$ cat src/rtl/bus85_pkg.sv
// Shared definitions for the 8085-style bus-cycle sequencer: T-state
// encoding and the bus cycle-type codes used by the core.
package bus85_pkg;

  typedef enum logic [2:0] {
    ST_IDLE = 3'd0,
    ST_T1   = 3'd1,
    ST_T2   = 3'd2,
    ST_TW   = 3'd3,
    ST_T3   = 3'd4,
    ST_T4   = 3'd5
  } state_t;

  localparam logic [1:0] CYC_MR = 2'b00;
  localparam logic [1:0] CYC_MW = 2'b01;
  localparam logic [1:0] CYC_IR = 2'b10;
  localparam logic [1:0] CYC_IW = 2'b11;

  // Bit 0 of the cycle type distinguishes write (1) from read (0).
  function automatic logic cyc_is_read(input logic [1:0] cyc);
    return ~cyc[0];
  endfunction

endpackage

$ cat src/rtl/bus_cycle85.sv
// Bus-cycle sequencer: turns one transfer request into the multiplexed
// AD-bus T-state sequence T1, T2, TW*, T3 (+T4 for opcode fetch).
// Every bus-facing output is a flop loaded from the next-state decode, so
// nothing external reaches the bus pins combinationally.
import bus85_pkg::*;

module bus_cycle85 #(
  parameter int WAITMAX = 15
) (
  input  logic        clk,
  input  logic        rst,
  input  logic        req,
  input  logic [1:0]  cyc,
  input  logic        fetch,
  input  logic [15:0] addr,
  input  logic [7:0]  wdata,
  input  logic        ready,
  input  logic [7:0]  ad_in,
  output logic [7:0]  ad_out,
  output logic        ad_oe,
  output logic [7:0]  a_hi,
  output logic        ale,
  output logic        rd_n,
  output logic        wr_n,
  output logic        io_m,
  output logic        busy,
  output logic [7:0]  rdata,
  output logic        done,
  output logic        err
);

  localparam logic [7:0] WAIT_LIMIT = 8'(WAITMAX);

  state_t      state_q, state_d;
  logic [1:0]  cyc_q, cyc_d;
  logic        fetch_q, fetch_d;
  logic [7:0]  wdata_q, wdata_d;
  logic [7:0]  wait_cnt_q, wait_cnt_d;
  logic        err_flag_q, err_flag_d;

  logic [7:0]  ad_out_q, ad_out_d;
  logic        ad_oe_q, ad_oe_d;
  logic [7:0]  a_hi_q, a_hi_d;
  logic        ale_q, ale_d;
  logic        rd_n_q, rd_n_d;
  logic        wr_n_q, wr_n_d;
  logic        io_m_q, io_m_d;
  logic        busy_q, busy_d;
  logic [7:0]  rdata_q, rdata_d;
  logic        done_q, done_d;
  logic        err_q, err_d;

  logic        last_state;
  logic        accept;
  logic        data_phase;
  logic        read_d;

  // Next-state, capture and registered-output decode for the T-state sequence.
  always_comb begin
    state_d    = state_q;
    cyc_d      = cyc_q;
    fetch_d    = fetch_q;
    wdata_d    = wdata_q;
    wait_cnt_d = wait_cnt_q;
    err_flag_d = err_flag_q;
    rdata_d    = rdata_q;

    last_state = (state_q == ST_T3 && !fetch_q) || (state_q == ST_T4);
    accept     = req && ((state_q == ST_IDLE) || last_state);

    unique case (state_q)
      ST_IDLE: state_d = ST_IDLE;
      ST_T1: begin
        state_d    = ST_T2;
        wait_cnt_d = 8'd0;
        err_flag_d = 1'b0;
      end
      ST_T2, ST_TW: begin
        if (ready) begin
          state_d = ST_T3;
        end else if (wait_cnt_q < WAIT_LIMIT) begin
          state_d    = ST_TW;
          wait_cnt_d = wait_cnt_q + 8'd1;
        end else begin
          state_d    = ST_T3;
          err_flag_d = 1'b1;
        end
      end
      ST_T3: begin
        state_d = fetch_q ? ST_T4 : ST_IDLE;
        if (cyc_is_read(cyc_q)) begin
          rdata_d = ad_in;
        end
      end
      ST_T4:   state_d = ST_IDLE;
      default: state_d = ST_IDLE;
    endcase

    if (accept) begin
      state_d    = ST_T1;
      cyc_d      = cyc;
      fetch_d    = fetch && (cyc == CYC_MR);
      wdata_d    = wdata;
      err_flag_d = 1'b0;
    end

    done_d = last_state;
    err_d  = last_state && err_flag_q;

    data_phase = (state_d == ST_T2) || (state_d == ST_TW) || (state_d == ST_T3);
    read_d     = cyc_is_read(cyc_d);

    ale_d   = (state_d == ST_T1);
    busy_d  = (state_d != ST_IDLE);
    rd_n_d  = !(data_phase && read_d);
    wr_n_d  = !(data_phase && !read_d);
    ad_oe_d = (state_d == ST_T1) || (data_phase && !read_d);

    ad_out_d = ad_out_q;
    a_hi_d   = a_hi_q;
    io_m_d   = io_m_q;
    if (state_d == ST_T1) begin
      ad_out_d = addr[7:0];
      a_hi_d   = addr[15:8];
      io_m_d   = cyc[1];
    end else if (data_phase && !read_d) begin
      ad_out_d = wdata_d;
    end
  end

  // State, captured request fields and bus output registers.
  always_ff @(posedge clk or posedge rst) begin
    if (rst) begin
      state_q    <= ST_IDLE;
      cyc_q      <= CYC_MR;
      fetch_q    <= 1'b0;
      wdata_q    <= 8'h00;
      wait_cnt_q <= 8'd0;
      err_flag_q <= 1'b0;
      ad_out_q   <= 8'h00;
      ad_oe_q    <= 1'b0;
      a_hi_q     <= 8'h00;
      ale_q      <= 1'b0;
      rd_n_q     <= 1'b1;
      wr_n_q     <= 1'b1;
      io_m_q     <= 1'b0;
      busy_q     <= 1'b0;
      rdata_q    <= 8'h00;
      done_q     <= 1'b0;
      err_q      <= 1'b0;
    end else begin
      state_q    <= state_d;
      cyc_q      <= cyc_d;
      fetch_q    <= fetch_d;
      wdata_q    <= wdata_d;
      wait_cnt_q <= wait_cnt_d;
      err_flag_q <= err_flag_d;
      ad_out_q   <= ad_out_d;
      ad_oe_q    <= ad_oe_d;
      a_hi_q     <= a_hi_d;
      ale_q      <= ale_d;
      rd_n_q     <= rd_n_d;
      wr_n_q     <= wr_n_d;
      io_m_q     <= io_m_d;
      busy_q     <= busy_d;
      rdata_q    <= rdata_d;
      done_q     <= done_d;
      err_q      <= err_d;
    end
  end

  assign ad_out = ad_out_q;
  assign ad_oe  = ad_oe_q;
  assign a_hi   = a_hi_q;
  assign ale    = ale_q;
  assign rd_n   = rd_n_q;
  assign wr_n   = wr_n_q;
  assign io_m   = io_m_q;
  assign busy   = busy_q;
  assign rdata  = rdata_q;
  assign done   = done_q;
  assign err    = err_q;

endmodule

$ cat config.mk
export PLATFORM = sky130hd
export DESIGN_NAME = bus_cycle85
export DESIGN_NICKNAME = d
export VERILOG_FILES = /design/src/rtl/bus85_pkg.sv /design/src/rtl/bus_cycle85.sv
export SDC_FILE = /design/constraint.sdc
export NUM_CORES = 1
export LEC_CHECK = 0
export BUFFER_PORTS_ARGS = -buffer_cell sky130_fd_sc_hd__buf_2
export CORE_MARGIN = 3
export CORE_UTILIZATION = 54
export DETAILED_ROUTE_END_ITERATION = 6
export GPL_ROUTABILITY_DRIVEN = 0
export PLACE_DENSITY = 0.89
export SLEW_MARGIN = 20
export SYNTH_ARGS = -nofsm -noshare
export SYNTH_HDL_FRONTEND = slang
export SYNTH_SLANG_ARGS = --single-unit
$ cat constraint.sdc
create_clock -name clk -period 4.5 [get_ports clk]
set_input_delay 0.225 -clock clk [delete_from_list [all_inputs] [get_ports clk]]
set_output_delay 0.225 -clock clk [all_outputs]
set_load 0.01 [all_outputs]
==> results.ini, run 1 <==
[synthesis]
syn_area_um2 = 2230
synthMuxAreaShare_pct = 19.0
synthAdderAreaFrac_pct = 0.562
synth_top_family_by_area = multiplexers
ys_warn_count = 0
synth_nets = 204
synth_area_per_cell_um2 = 13.6
synth_xor_area_share_pct = 0
synth.distinct_cells = 34
synth_seq_cells = 54
ys_seq_area_share_pct = 60.8
netlist_instances = 164
synth_compound_area_share_pct = 5.34
yosys.area_share.simple_pct = 11.5

[pwr]
vdd_drop_max_uv = 483
leakage_nw = 1.37
p_total_mw = 1.76
power.share.clock_pct = 15.0
internal_power_mw = 1.15
netSwitchingFraction_pct = 34.5
seqPwrFrac_pct = 46.0
power_density_nw_per_um2 = 654
total_switching_power_uw = 606
p_comb_share_pct = 38.9

[cts]
clk_root_buffer_cell = clkbuf_8
hold_buffers = 0
cts_setup_buffers = 0
clkTransAtPathRegs_ps = 100
post_cts_resized = 0
clk_latency_ps = 310
cts_max_path_buffers = 2
cts_sinks = 54
cts_max_level = 2
cts_tree = yes
numCtsBuffers = 5

[routing]
drt-vias-per-instance = 5.18
vias = 1476
antenna_left = 0
post_drt_wl_per_cell_um = 14.7
drt-pass1-iter-count = 4
drc_errors = 0
drt_iter0_markers = 58
wl_um = 4200

[layout]
mostFrequentLayoutCells = buf_2, dfrtp_1, nor2_1
nets = 276
final_common_cell = buf_2
drive_gt1_share_pct = 46.0
num_antenna_cells = 0
layout-area-overhead-vs-synth_pct = 20.8

[floorplanning]
die_w_um = 70.2
die_area_um2 = 4930
core_um2 = 3830
initial_core_util_pct = 58.2
io_pins = 71
num_rows = 22
dieHeight_um = 70.2

[sta]
rsz0062_at_grt = no
worst_pin_slew_ps = 871
final_hold_viol_count = 0
clock_skew_ps = 11.3
period_minus_slack_ps = 2050
slew_headroom_pct = 41.9
fin_ws_ps = 2450
setup_tns_ps = 0
slew_viol_final = 0
fmax_mhz = 488
finalSetupViolCount = 0
fin_crit_sh_pct = 45.6

[grt]
grt_max_degree = 55
overflow = 0
grt_pass1_vias = 1509
antenna_found_initial = 0
track_usage_pct = 17.7
grt_pass1_wl_um = 6840

[critical_path]
end_kind = register
cp-start-kind = register
cp_max_fo = 38
crit_type = reg2reg
cp.arrival_ps = 2280
critPathRequiredTime_ps = 4730

[placement]
dp_slack_ps = 2500
dp_hpwl_um = 3010
port_buffers = 70

[worst_hold_path]
hold_class = in2async

[flow_run]
cap_violations = 0

[status]
status = completed

stage by stage:
stage	hold WS (ps)	area, um2	std cells	util [%]
floorplan	352	2230	164	-
global placement	440	2600	277	68.0
detailed placement	448	2600	277	68.0
CTS	112	2690	285	70.3
global route	107	2690	285	70.3
finish	46.0	2690	285	70.3
metal layers:
metal  global-route usage (%)  vias to the layer above  wire length (um)
li1                         -                      710                 -
met1                     22.2                      710              1820
met5                        0                        -                 0
met2                     27.8                       45              2030
met4                     5.96                        0                91
met3                     7.48                       11               265
state kept, by name (all words and copies together) (netlist names), 3 cells and up:
signal,cells
a_hi,8
ad_out,8
rdata,8
state_q,3
wait_cnt_q,8
wdata_q,8
cells in the mapped netlist (all sizes together):
library cell,n,area share (%)
dfstp,2,2.4
a31oi,1,0.28
nor2b,5,1.4
ha,1,0.56
nor3,2,0.96
nor2,14,2.4
buf,6,2.0
nand3b,2,0.67
o22ai,2,0.56
nand3,4,1.1
a211oi,1,0.34
o21ai,5,1.1
mux2i,9,4.0
nor4,1,0.96
nand4b,1,0.39
inv,5,0.84
o21a,1,0.34
and2,1,0.28
or3b,1,0.39
nand2,4,0.67
a21oi,12,2.7
mux2,26,15
nor3b,1,0.84
or3,2,0.56
dfrtp,52,58
nand2b,3,0.84
kinds of logic (layout without fill, tap and decap cells):
group / count (synthesis) / count (layout)
DFF: 54 / 54
buffers and inverters: 11 / 84
adders and majority gates: 1 / 1
AOI/OAI and AO/OA: 22 / 22
muxes: 35 / 35
and+or+nand+nor: 41 / 41
layout make-up:
type                    instances  area, um2
well taps                      48       60.1
repair buffers                 71        358
clock buffers                   6       72.6
inverters                       5       20.0
multi-input cells              99        811
fillers                       287       1140
clock inverters                 2       15.0
flip-flops and latches         54       1350
critical path, stage by stage (launching register included):
cell,delay (ps)
dfrtp_1,500
nand2b_1,240
nand4b_1,140
buf_4,440
mux2_4,350
or3_1,310
power groups by stage:
stage | Sequential, mW | Clock (mW) | Combinational, mW
3_3_place_gp | 0.810 | 0 | 0.665
2_1_floorplan | 0.864 | 0 | 0.421
3_5_place_dp | 0.814 | 0 | 0.693
6_report | 0.809 | 0.265 | 0.685
4_1_cts | 0.810 | 0.272 | 0.694
5_1_grt | 0.838 | 0.287 | 0.746
worst paths after layout:
kind,depth (start not counted),slack [ps],end,from
worst max-delay path,5,2450,rd_n,state_q[2]
worst min-delay path,2,50,wdata_q[0],rst
min in group clk,2,110,a_hi[6],addr[14]
max in group asynchronous,2,3920,wait_cnt_q[5],rst
worst min register to register,1,500,a_hi[6],a_hi[6]
worst max register to register,5,2450,rd_n,state_q[2]
Note: power is estimated with default switching activity, not from simulation.
==> inputs of run 2 (changes only) <==
--- a/config.mk
+++ b/config.mk
@@ -7,10 +7,10 @@
 export LEC_CHECK = 0
 export BUFFER_PORTS_ARGS = -buffer_cell sky130_fd_sc_hd__buf_2
 export CORE_MARGIN = 3
-export CORE_UTILIZATION = 54
+export CORE_UTILIZATION = 50
 export DETAILED_ROUTE_END_ITERATION = 6
 export GPL_ROUTABILITY_DRIVEN = 0
-export PLACE_DENSITY = 0.89
+export PLACE_DENSITY = 0.84
 export SLEW_MARGIN = 20
 export SYNTH_ARGS = -nofsm -noshare
 export SYNTH_HDL_FRONTEND = slang
==> constraint.sdc (replaced) <==
create_clock -name clk -period 1.9 [get_ports clk]
set_input_delay 0.095 -clock clk [delete_from_list [all_inputs] [get_ports clk]]
set_output_delay 0.095 -clock clk [all_outputs]
set_load 0.01 [all_outputs]
==> run 2 against run 1 <==
Sequential power increased by 140%; worst hold slack worse by 38 ps; via count is 1.6% higher; critical endpoint unchanged; largest cell class unchanged; worst setup slack got worse by 2300 ps.
==> results.ini, run 2 (same netlist as run 1, synthesis figures left out) <==
[status]
status = completed

[grt]
track_usage_pct = 17.1  ; -0.60 points
overflow = 0  ; unchanged
grt_pass1_wl_um = 6850  ; +0.20%
grt_pass1_vias = 1500  ; -0.60%
grt_max_degree = 34  ; -38%
antenna_found_initial = 0  ; unchanged

[critical_path]
cp_max_fo = 10  ; -74%
critPathRequiredTime_ps = 2130  ; -2600 ps
end_kind = register
crit_type = reg2reg
cp-start-kind = register
cp.arrival_ps = 1940  ; -340 ps

[cts]
clk_root_buffer_cell = clkbuf_8
cts_setup_buffers = 0  ; unchanged
cts_tree = yes
clkTransAtPathRegs_ps = 90  ; about the same
cts_max_level = 2  ; unchanged
clk_latency_ps = 300  ; about the same
numCtsBuffers = 5  ; unchanged
cts_max_path_buffers = 2  ; unchanged
cts_sinks = 54  ; unchanged

[routing]
drt-vias-per-instance = 5.05  ; -2.5%
wl_um = 4250  ; +1.2%
antenna_left = 0  ; unchanged
drc_errors = 0  ; unchanged
drt_iter0_markers = 106  ; +83%
vias = 1499  ; +1.6%
drt-pass1-iter-count = 5  ; +1
post_drt_wl_per_cell_um = 14.3  ; -2.9%

[layout]
final_cells = 297  ; +4.2%
nFillCells = 321  ; +12%
mostFrequentLayoutCells = buf_2, dfrtp_1, nor2_1
nets = 286  ; +3.6%
layout-area-overhead-vs-synth_pct = 27.0
num_antenna_cells = 0  ; unchanged
final_common_cell = buf_2
drive_gt1_share_pct = 44.9  ; -1.1 points

[sta]
fin_crit_sh_pct = 90.1  ; +45 points
rsz0062_at_grt = no
slew_headroom_pct = 64.6  ; +23 points
slew_viol_final = 0  ; unchanged
period_minus_slack_ps = 1710  ; -338 ps
clock_skew_ps = 8.11  ; -3.16 ps
setup_tns_ps = 0  ; unchanged
finalSetupViolCount = 0  ; unchanged
final_hold_viol_count = 0  ; unchanged
worst_pin_slew_ps = 531  ; -340 ps
fmax_mhz = 584  ; +20%

[pwr]
p_total_mw = 4.33  ; +150%
leakage_nw = 1.44  ; +5.1%
power_density_nw_per_um2 = 1530  ; +130%
vdd_drop_max_uv = 854  ; +77%

[placement]
dp_hpwl_um = 3070  ; +2.0%
dp_cells = 282  ; +1.8%
port_buffers = 70  ; unchanged

[flow_run]
cap_violations = 0  ; unchanged

[worst_hold_path]
hold_class = in2reg

[floorplanning]
core_um2 = 4140  ; +8.3%
io_pins = 71  ; unchanged
num_rows = 23  ; +4.5%
initial_core_util_pct = 53.7  ; -4.5 points
dieHeight_um = 72.7  ; +3.6%
die_area_um2 = 5290  ; +7.3%
die_w_um = 72.7  ; +3.6%

[run 2: changes by cell type in the layout (fill, tap and decap cells not counted), sizes merged]
cell,before,now
clkbuf,6,7
inv,4,5
bufinv,0,1
dlygate4sd3,0,7
buf,71,74
clkinv,1,0
clkinvlp,2,0
[run 2: critical path, cell delays in order, from the launching register on]
cell and delay, ps:
dfrtp_1 540, nand2b_1 190, nand4b_1 240, mux2_4 370, or3_1 300
[run 2: cell type report]
class	instances	area, um2	share of cell area [%]
well taps	50	62.6	2.21
clock inverters	1	30.0	1.06
inverters	5	18.8	0.664
flip-flops and latches	54	1350	47.9
clock buffers	7	76.3	2.70
multi-input cells	99	811	28.7
repair buffers	81	475	16.8
[run 2: worst paths after layout]
kind	end	start	slack, ps	depth (start not counted)
min in group asynchronous	err_flag_q	rst	340	3
setup / recovery	rd_n	state_q[2]	190	4
max in group asynchronous	wr_n	rst	960	4
setup reg to reg	rd_n	state_q[2]	190	4
hold / removal	a_hi[4]	addr[12]	8	2
hold reg to reg	a_hi[6]	a_hi[6]	490	1
[run 2: power by group]
part | switching (mW) | total, mW | internal [mW]
Clock | 0.350 | 0.745 | 0.395
Combinational | 0.778 | 1.67 | 0.889
Sequential | 0.282 | 1.91 | 1.63
[run 2: repair_timing]
| item | CTS | global route |
|---|---|---|
| hold buffers | 5 | 2 |
| gates resized for setup | 0 | 0 |
| endpoints found under the hold margin | 24 | 2 |
[run 2: routing by layer]
metal	part of all wire (%)	wire length (um)	up-vias	track usage [%]
met5	0	0	-	0
met4	2.3	98	0	9.22
met3	7.8	331	11	5.79
met2	46	1970	56	25.5
met1	44	1850	700	22.2
li1	-	-	732	-
[run 2: per-stage QoR]
stage                     setup slack, ps  instance area (um2)  utilization (%)  hold WS [ps]
after floorplan                       339                 2230                -           222
after global routing                 93.1                 2830             68.2          2.85
after CTS                             194                 2810             67.8          1.04
after global placement                258                 2650             64.0           129
final                                 188                 2830             68.2          8.20
after detailed placement              203                 2650             64.0           136
==> inputs of run 3 (changes only) <==
--- a/config.mk
+++ b/config.mk
@@ -6,7 +6,6 @@
 export NUM_CORES = 1
 export LEC_CHECK = 0
 export BUFFER_PORTS_ARGS = -buffer_cell sky130_fd_sc_hd__buf_2
-export CORE_MARGIN = 3
 export CORE_UTILIZATION = 50
 export DETAILED_ROUTE_END_ITERATION = 6
 export GPL_ROUTABILITY_DRIVEN = 0
==> run 3 against run 2 <==
First-iteration DRC count is 35% lower; design area down 2.4%; via count decreased by 1.4%; combinational power shrank 2%; global-route usage is 2.2 points higher; die area is 11% lower; sequential cell count is the same; power is 3.4% lower; clock power fell by 14%; utilization shrank 1.6 points; non-clock buffer count fell by 4; clock-buffer cell count is the same; critical path type unchanged; critical endpoint unchanged; largest power group unchanged.
==> results.ini, run 3 (same netlist as run 1, synthesis figures left out) <==
[sta]
clock_skew_ps = 7.09  ; -1.02 ps
fin_ws_ps = 218  ; +29.9 ps
worst_pin_slew_ps = 550  ; +19.5 ps
fmax_mhz = 595  ; +1.8%
period_minus_slack_ps = 1680  ; -29.9 ps
rsz0062_at_grt = no
final_hold_viol_count = 0  ; unchanged
setup_tns_ps = 0  ; unchanged
hold_slack_ps = 4.26  ; -3.94 ps
slew_viol_final = 0  ; unchanged
slew_headroom_pct = 63.3  ; -1.3 points
fin_crit_sh_pct = 88.5  ; -1.6 points
finalSetupViolCount = 0  ; unchanged

[pwr]
power_density_nw_per_um2 = 1510  ; -1.0%
leakage_nw = 1.41  ; -1.7%
vdd_drop_max_uv = 822  ; -3.7%

[grt]
overflow = 0  ; unchanged
grtUsageMet3_pct = 6.91  ; +1.1 points
grt_pass1_vias = 1451  ; -3.3%
grt_util_met1_pct = 22.8  ; +0.64 points
grtUsageMet2_pct = 31.9  ; +6.4 points
grt_pass1_wl_um = 6390  ; -6.7%
grt.busiest_layer = met2
antenna_found_initial = 0  ; unchanged
grt_max_degree = 38  ; +12%
track_usage_pct = 19.4  ; +2.2 points

[layout]
design_area_um2 = 2760  ; -2.4%
num_antenna_cells = 0  ; unchanged
mostFrequentLayoutCells = buf_2, dfrtp_1, nor2_1
layout-area-overhead-vs-synth_pct = 23.9
drive_gt1_share_pct = 46.1  ; +1.2 points
nets = 282  ; -1.4%
final_common_cell = buf_2
nFillCells = 329  ; +2.5%

[routing]
antenna_left = 0  ; unchanged
drc_errors = 0  ; unchanged
vias = 1478  ; -1.4%
drt-pass1-iter-count = 4  ; -1
post_drt_wl_per_cell_um = 13.4  ; -6.4%
wl_um = 3920  ; -7.7%
drt_iter0_markers = 69  ; -35%
drt-vias-per-instance = 5.04  ; about the same

[critical_path]
cp_max_fo = 10  ; unchanged
slowest_stage = dfrtp_1
path_buf_inv = 0  ; unchanged
path_cells = nand2b_1 > nand4b_1 > mux2_4 > or3_1
worst-path-stages = 4  ; unchanged
reg2reg_depth = 4  ; unchanged
regToRegEndpoint = rd_n
worst_r2r_startpoint = state_q[2]
cp_top_family = simple AND/OR/NAND/NOR gates
critPathRequiredTime_ps = 2130  ; about the same
end_kind = register
cp.arrival_ps = 1910  ; -30 ps
critPathMaxStageDelay_ps = 540  ; about the same
reg2reg_setup_slack_ps = 220  ; +30 ps
crit_type = reg2reg
cp-start-kind = register

[worst_hold_path]
worst_hold_path.endpoint = a_hi[4]
hold_class = in2reg
min-delay-start = addr[12]
hold_depth = 2  ; unchanged

[floorplanning]
dieHeight_um = 68.7  ; -5.5%
die_area_um2 = 4730  ; -11%
core_um2 = 4140  ; unchanged
io_pins = 71  ; unchanged
initial_core_util_pct = 53.7  ; unchanged
num_rows = 23  ; unchanged
die_w_um = 68.7  ; -5.5%

[status]
status = completed

[cts]
clkTransAtPathRegs_ps = 90  ; about the same
cts_sinks = 54  ; unchanged
numCtsBuffers = 5  ; unchanged
clk_latency_ps = 300  ; about the same
clk_root_buffer_cell = clkbuf_8
cts_max_level = 2  ; unchanged
cts_max_path_buffers = 2  ; unchanged
cts_tree = yes

[flow_run]
cap_violations = 0  ; unchanged

[placement]
dpl-instance-area_um2 = 2640  ; -0.47%
dp_slack_ps = 231  ; +28.7 ps
port_buffers = 70  ; unchanged
dp_hpwl_um = 2850  ; -7.1%

[run 3: per-stage QoR]
step / std cells / util, % / total power, mW
after floorplan: 164 / - / 3.04
after global placement: 282 / 63.7 / 3.52
after detailed placement: 282 / 63.7 / 3.59
after CTS: 292 / 66.4 / 4.23
after global routing: 293 / 66.6 / 4.50
final: 293 / 66.6 / 4.18
[run 3: metal layers]
| layer | up-vias | wire (um) |
|---|---|---|
| li1 | 718 | - |
| met4 | 0 | 68 |
| met2 | 58 | 1810 |
| met5 | - | 0 |
| met3 | 6 | 297 |
| met1 | 696 | 1750 |
[run 3: final cells by class]
class / count / area [um2] / area share [%]
tap: 50 / 62.6 / 2.27
multi-input combinational: 99 / 811 / 29.4
clock inverter: 1 / 5.00 / 0.181
sequential: 54 / 1350 / 49.0
clock buffer: 7 / 86.3 / 3.13
timing repair buffer: 77 / 423 / 15.3
inverter: 5 / 18.8 / 0.680
[run 3: report_power, final]
part | internal, mW | switching, mW
Combinational | 0.873 | 0.758
Clock | 0.294 | 0.344
Sequential | 1.63 | 0.278
[run 3: how the worst max path moves through the flow]
stage / slack (ps) / from / to
final: 220 / state_q[2] / rd_n
after detailed placement: 230 / state_q[2] / rd_n
after floorplan: 340 / state_q[2] / a_hi[0]
after global routing: 140 / state_q[1] / ad_out[1]
after CTS: 210 / state_q[2] / rd_n
after global placement: 280 / state_q[2] / rd_n
[run 3: timing repair]
item / in CTS / in global routing
setup endpoints to repair: 0 / 0
hold buffers: 2 / 1
resized for setup: 0 / 0
setup buffers: 0 / 0
hold endpoints to repair: 24 / 1
